**config.mk**
```make
export PLATFORM = sky130hd
export DESIGN_NAME = rf2d_seq
export DESIGN_NICKNAME = d
export VERILOG_FILES = /design/src/rtl/rf2d_seq.sv
export SDC_FILE = /design/constraint.sdc
export NUM_CORES = 1
export LEC_CHECK = 0
export ABC_CLOCK_PERIOD_IN_PS = 2780
export BUFFER_PORTS_ARGS = -buffer_cell sky130_fd_sc_hd__buf_4
export CORE_AREA = 2 2 162 164
export DETAILED_ROUTE_END_ITERATION = 10
export DIE_AREA = 0 0 164 166
export HOLD_SLACK_MARGIN = 0.08
export SYNTH_ARGS = -nofsm -noshare
export SYNTH_HDL_FRONTEND = slang
export SYNTH_SLANG_ARGS = --single-unit
```
**constraint.sdc**
```tcl
create_clock -name clk -period 2.78 [get_ports clk]
set_input_delay 0.695 -clock clk [delete_from_list [all_inputs] [get_ports clk]]
set_output_delay 0.695 -clock clk [all_outputs]
set_load 0.03 [all_outputs]
```
**src/rtl/rf2d_seq.sv**
```systemverilog
// rf2d_seq: frame sequencer for the 2-D row/column-shift register file.
// It clears the file, fills it with NUM_ROW rows (upstream rows, then zero
// flushes), scans each row out pixel by pixel through column rotation, and
// advances one row between scans until every frame row has been delivered.
// Optional build macro: RF2D_SEQ_PERF_EN enables the stall_cycles counter;
// without it stall_cycles is tied to zero.
module rf2d_seq #(
  parameter int NUM_ROW  = 16,
  parameter int NUM_COL  = 18,
  parameter int NUM_BITS = 10,
  parameter int FR_W     = 16
) (
  input  logic                         clk,
  input  logic                         reset,
  input  logic                         start,
  input  logic [FR_W-1:0]              frame_rows,
  input  logic [NUM_COL*NUM_BITS-1:0]  row_data,
  input  logic                         row_valid,
  output logic                         row_ready,
  output logic                         rf_reset,
  output logic                         rf_colShift,
  output logic                         rf_rowShift,
  output logic [NUM_COL*NUM_BITS-1:0]  rf_data,
  output logic                         px_valid,
  input  logic                         px_ready,
  output logic                         px_last_col,
  output logic                         px_last_row,
  output logic                         busy,
  output logic                         done,
  output logic [31:0]                  stall_cycles
);

  localparam int FC_W = $clog2(NUM_ROW + 1);
  localparam int CC_W = (NUM_COL > 1) ? $clog2(NUM_COL) : 1;

  typedef enum logic [2:0] {
    S_IDLE,
    S_CLEAR,
    S_FILL,
    S_SCAN,
    S_ADVANCE,
    S_DONE
  } state_t;

  state_t            state_q, state_d;
  logic [FC_W-1:0]   fill_cnt_q, fill_cnt_d;
  logic [FR_W-1:0]   row_in_cnt_q, row_in_cnt_d;
  logic [FR_W-1:0]   row_out_cnt_q, row_out_cnt_d;
  logic [CC_W-1:0]   col_cnt_q, col_cnt_d;
  logic [FR_W-1:0]   frame_rows_q, frame_rows_d;

  logic              need_row;
  logic              at_last_col;
  logic              at_last_row;
  logic              row_step;

  // Rows still owed by upstream decide between a handshake shift and a zero flush.
  assign need_row    = (row_in_cnt_q < frame_rows_q);
  assign at_last_col = (col_cnt_q == CC_W'(NUM_COL - 1));
  assign at_last_row = (row_out_cnt_q == (frame_rows_q - FR_W'(1)));
  assign busy        = (state_q != S_IDLE);

  // State and counter registers; everything returns to idle/zero on reset.
  always_ff @(posedge clk or negedge reset) begin
    if (!reset) begin
      state_q       <= S_IDLE;
      fill_cnt_q    <= '0;
      row_in_cnt_q  <= '0;
      row_out_cnt_q <= '0;
      col_cnt_q     <= '0;
      frame_rows_q  <= '0;
    end else begin
      state_q       <= state_d;
      fill_cnt_q    <= fill_cnt_d;
      row_in_cnt_q  <= row_in_cnt_d;
      row_out_cnt_q <= row_out_cnt_d;
      col_cnt_q     <= col_cnt_d;
      frame_rows_q  <= frame_rows_d;
    end
  end

  // Next-state, counter updates and register-file controls.
  always_comb begin
    state_d       = state_q;
    fill_cnt_d    = fill_cnt_q;
    row_in_cnt_d  = row_in_cnt_q;
    row_out_cnt_d = row_out_cnt_q;
    col_cnt_d     = col_cnt_q;
    frame_rows_d  = frame_rows_q;
    row_ready     = 1'b0;
    rf_reset      = 1'b0;
    rf_colShift   = 1'b0;
    rf_rowShift   = 1'b0;
    rf_data       = '0;
    px_valid      = 1'b0;
    px_last_col   = 1'b0;
    px_last_row   = 1'b0;
    done          = 1'b0;
    row_step      = 1'b0;

    // One row shift for FILL and ADVANCE: take an upstream row while any are
    // owed (stalling without row_valid), otherwise shift in zeros.
    if (state_q == S_FILL || state_q == S_ADVANCE) begin
      if (need_row) begin
        row_ready = 1'b1;
        if (row_valid) begin
          rf_rowShift  = 1'b1;
          rf_data      = row_data;
          row_in_cnt_d = row_in_cnt_q + FR_W'(1);
          row_step     = 1'b1;
        end
      end else begin
        rf_rowShift = 1'b1;
        row_step    = 1'b1;
      end
    end

    case (state_q)
      S_IDLE: begin
        if (start) begin
          frame_rows_d  = frame_rows;
          fill_cnt_d    = '0;
          row_in_cnt_d  = '0;
          row_out_cnt_d = '0;
          col_cnt_d     = '0;
          state_d       = S_CLEAR;
        end
      end
      S_CLEAR: begin
        rf_reset = 1'b1;
        state_d  = (frame_rows_q == '0) ? S_DONE : S_FILL;
      end
      S_FILL: begin
        if (row_step) begin
          fill_cnt_d = fill_cnt_q + FC_W'(1);
          if (fill_cnt_q == FC_W'(NUM_ROW - 1)) begin
            state_d = S_SCAN;
          end
        end
      end
      S_SCAN: begin
        px_valid    = 1'b1;
        px_last_col = at_last_col;
        px_last_row = at_last_row;
        if (px_ready) begin
          rf_colShift = 1'b1;
          if (at_last_col) begin
            // A full rotation restores row 0 alignment; the row is finished.
            col_cnt_d     = '0;
            row_out_cnt_d = row_out_cnt_q + FR_W'(1);
            state_d       = at_last_row ? S_DONE : S_ADVANCE;
          end else begin
            col_cnt_d = col_cnt_q + CC_W'(1);
          end
        end
      end
      S_ADVANCE: begin
        if (row_step) begin
          state_d = S_SCAN;
        end
      end
      S_DONE: begin
        done    = 1'b1;
        state_d = S_IDLE;
      end
      default: begin
        state_d = S_IDLE;
      end
    endcase
  end

`ifdef RF2D_SEQ_PERF_EN
  logic [31:0] stall_q;
  logic        stall_ev;

  assign stall_ev = (((state_q == S_FILL) || (state_q == S_ADVANCE)) && need_row && !row_valid)
                  || ((state_q == S_SCAN) && !px_ready);

  // Saturating count of cycles lost to upstream starvation or downstream back-pressure.
  always_ff @(posedge clk or negedge reset) begin
    if (!reset) begin
      stall_q <= '0;
    end else if (state_q == S_IDLE && start) begin
      stall_q <= '0;
    end else if (stall_ev && (stall_q != 32'hFFFF_FFFF)) begin
      stall_q <= stall_q + 32'd1;
    end
  end

  assign stall_cycles = stall_q;
`else
  assign stall_cycles = '0;
`endif

endmodule

```
==> impl_summary.log <==
[metrics] startpoint kind of the worst setup timing path: flop
[metrics] number of iterations in the first detailed-routing pass: 4
[metrics] vias per cell: 4.48
[metrics] buffering stage count on the worst path with inverters included: 2
[metrics] cell taking the most area after synthesis: dfrtp_1
[metrics] Final GP Congestion: 0.846
[metrics] critical path startpoint: frame_rows_q[2]$_DFFE_PN0P_
[metrics] final cell count without fillers: 1,500
[metrics] worst setup slack before clock tree synthesis: -0.253 ns
[metrics] chip width: 164 um
[metrics] termination of the worst setup path: px_last_row
[metrics] type of the most critical hold path: in -> async
[metrics] Clock Sink Count: 61
[metrics] clock period minus final worst setup slack: 3.29 ns
[metrics] dominant register cell in the synthesized netlist: dfrtp_1
[metrics] fraction of layout instances using a drive strength above 1: 60.9%
[metrics] kind of end point of the critical path: primary output
[metrics] endpoint of the most critical register-to-register path: row_in_cnt_q[14]$_DFF_PN0_
[metrics] category of the most critical setup path: reg -> out
[metrics] multi-input combinational cell area: 0.00403 sq mm
[metrics] EDFF count, synth: 0
[metrics] filler cell count: 2,526
[metrics] arrival time of the worst setup path: 2.60 ns
[metrics] unrepaired setup endpoints after global routing: yes
[metrics] maximum number of pins on one net before global-route repair: 62
[metrics] cell types with the highest counts after synthesis: and2_1, dfrtp_1, nand2_1, o21ai_0, buf_4
[metrics] maximum clock skew at final layout: 0.00821 ns
[metrics] Placeable Area: 0.0256 sq mm
[metrics] total count of max-transition violations in the final report: 0
[metrics] sequential-to-total area share from yosys stat: 27.8%
[metrics] Iteration-0 DRC Markers: 289
[metrics] number of nets in the finished design: 1,383
[metrics] highest ir drop seen on vdd: 0.000318 V
[metrics] initial antenna violation count: 0
[metrics] final HPWL from detailed placement: 25,600 um
[metrics] vias in the first global route: 6,793
[metrics] XOR/XNOR share of the synthesized area: 4.14%
[metrics] top fanout value on the critical path: 7
[metrics] Max Clk Rate: 304 MHz
[metrics] Avg Cell Area, Syn: 7.92 sq um
[metrics] source-to-sink clock delay at the later pin of the worst-skew pair: 0.33 ns
[metrics] Die Footprint: 0.0272 sq mm
[metrics] data required time at the worst endpoint: 2.09 ns
[metrics] Post-Place Cells: 1,460
[metrics] count of nets left with antenna violations after detail routing: 0
[metrics] area fraction of the dominant cell type after synthesis: 27.8%
[metrics] detail-routed net length per standard cell: 20.8 um
[metrics] clock tree from TritonCTS: built
[metrics] run status: complete, but fails checks
[metrics] violations in the final reports: setup timing
[metrics] all-layer global routing usage: 22.0%
[metrics] count of maximum capacitance violations: 0
[metrics] share of synthesized flip-flops with an asynchronous set or reset: 100%
[metrics] wire length of the first global-routing pass: 44,400 um
[metrics] setup slack, reg-to-reg: 0.04 ns
[metrics] number of hold violations in the final report: 0
[metrics] number of buffers inserted during clock tree synthesis: 9
[metrics] worst-case clock buffer depth: 2
[metrics] via count: 6,717
[metrics] synthesized-area fraction occupied by ao, oa, aoi and oai cells: 13.5%
[metrics] initial standard-cell utilization of the core: 21.4%
[metrics] final core area utilization: 41.5%
[metrics] Worst-path clk slew: 0.06 ns
[metrics] slew at the pin closest to its max-slew limit: 0.824 ns
[metrics] Min Hold Slack: 0.471 ns
[metrics] Worst Setup Slack, final: -0.511 ns
[metrics] total wire length after detailed routing: 31,200 um
[metrics] cell with the most instances after synthesis: and2_1
[metrics] number of warnings printed during yosys synthesis: 0
[metrics] worst max-slew margin expressed relative to the limit: 45.0%
[metrics] number of buffer cells added on primary ports: 389
[metrics] cell family with most CP delay: simple AND/OR/NAND/NOR gates
[metrics] Row Count: 59
[metrics] Post-Synthesis Cells: 694
[metrics] Worst Reg-to-Reg Cells: 13
[metrics] cell area after technology mapping: 0.00549 sq mm
[metrics] Area growth syn-to-layout: 93.7%
[metrics] final cycle utilization of the critical path: 118%
[metrics] Reg area: 0.00153 sq mm
[metrics] highest cell delay on the worst timing path: 0.43 ns
[metrics] sequence of cells on the critical path: buf_4 -> or3_1 -> or3_4 -> a211o_1 -> a22oi_2 -> nor3b_4 -> buf_6
[metrics] # hold bufs at CTS: 0
[metrics] most area-consuming cells after synthesis: dfrtp_1, and2_1, ha_1
[metrics] count of unique library cells instantiated by Yosys: 64
[metrics] DRC Markers: 0
[metrics] combinational family with the most area after synthesis: simple AND/OR/NAND/NOR gates
[metrics] multiplexer share of the synthesized area: 1.32%
[metrics] final global-route overflow total: 0
[metrics] number of inserted diodes: 0
[metrics] startpoint of the lowest-slack register-to-register path: frame_rows_q[12]$_DFFE_PN0P_
[metrics] critical path's slowest cell: or3_1
[metrics] number of flip-flops and latches in the synthesized netlist: 61
[metrics] # setup viols final: 183
[metrics] simple-gate share of the synthesized area: 39.1%
[metrics] adder and majority cell fraction of the synthesized area: 5.01%
[metrics] Crit path depth: 7
[metrics] CTS H-Tree Depth: 3
[metrics] leak pwr: 0.00533 uW
[metrics] IO Pins: 422
[metrics] Die Span Y: 166 um
[metrics] Power Density: 526 mW/mm^2
[metrics] root buffer cell: clkbuf_16
## placed cells by master, fill, tap and decap left out, types with 6 or more instances in the layout
cell / instances
buf_4: 389
and2_2: 98
buf_6: 85
and2_4: 62
dfrtp_1: 58
nand2_1: 56
o21ai_0: 39
conb_1: 32
nor2_1: 27
and2_1: 25
inv_1: 24
nand3_1: 22
a21oi_1: 21
ha_1: 17
xor2_1: 15
nand4_1: 13
clkbuf_16: 13
xnor2_1: 11
and3_1: 10
or3_1: 9
o31ai_1: 8
buf_12: 7
or4_1: 6
nor3_1: 6
## stage by stage
step | setup TNS [ns] | cell area, sq um | power, uW
final | -81.13 | 10600 | 5600
after global routing | -107.45 | 10600 | 5890
after CTS | -85.28 | 10400 | 5520
after detailed placement | -30.39 | 9500 | 4100
after global placement | -23.13 | 9500 | 4070
after floorplan | -6.52 | 5920 | 2880
## worst min-delay path by stage
stage	end	slack, ns	depth (start not counted)
CTS	fill_cnt_q[3]$_DFFE_PN0P_	0.48	1
floorplan	col_cnt_q[0]$_DFFE_PN0P_	0.40	0
detailed placement	fill_cnt_q[3]$_DFFE_PN0P_	0.47	1
finish	col_cnt_q[2]$_DFFE_PN0P_	0.47	1
global route	fill_cnt_q[3]$_DFFE_PN0P_	0.52	1
global placement	fill_cnt_q[3]$_DFFE_PN0P_	0.47	1
## registers in the layout, summed over array words and instances, names as in the netlist
register       flops
fill_cnt_q         5
frame_rows_q      16
row_out_cnt_q     16
col_cnt_q          5
state_q            3
row_in_cnt_q      16
## area by class of cell
cell class / count / share of cell area [%]
tap: 335 / 3.94
timing repair buffer: 491 / 40.0
clock buffer: 9 / 2.12
multi-input combinational: 568 / 37.8
inverter: 29 / 1.02
sequential: 61 / 14.4
clock inverter: 7 / 0.706
## report_power, final
part,internal (uW),switching (uW)
registers,1030,147
clock network,697,443
logic,1540,1740
total,3270,2330
## kinds of logic (layout without fill, tap and decap cells)
family | Yosys count | in the layout
simple gates | 371 | 371
compound gates | 109 | 110
buf+inv | 97 | 536
flops | 61 | 61
xor+xnor | 26 | 26
fa+ha+maj | 22 | 22
mux | 7 | 7
other cells | 1 | 32
## metal layers
metal  track usage (%)  vias up  part of all wire, %
met2              41.5      232                   54
met4              2.40        0                 0.46
met5                 0        -                    0
li1                  -     3241                    -
met1              25.7     3233                   39
met3              5.12       11                  6.1
## repair_timing
item / 4_1_cts / 5_1_grt
endpoints found under the setup margin: 183 / 185
resized for setup: 106 / 29
setup buffers: 12 / 4
pin swaps: 14 / 11
cloned: 4 / 4
Note: power is estimated with default switching activity, not from simulation.
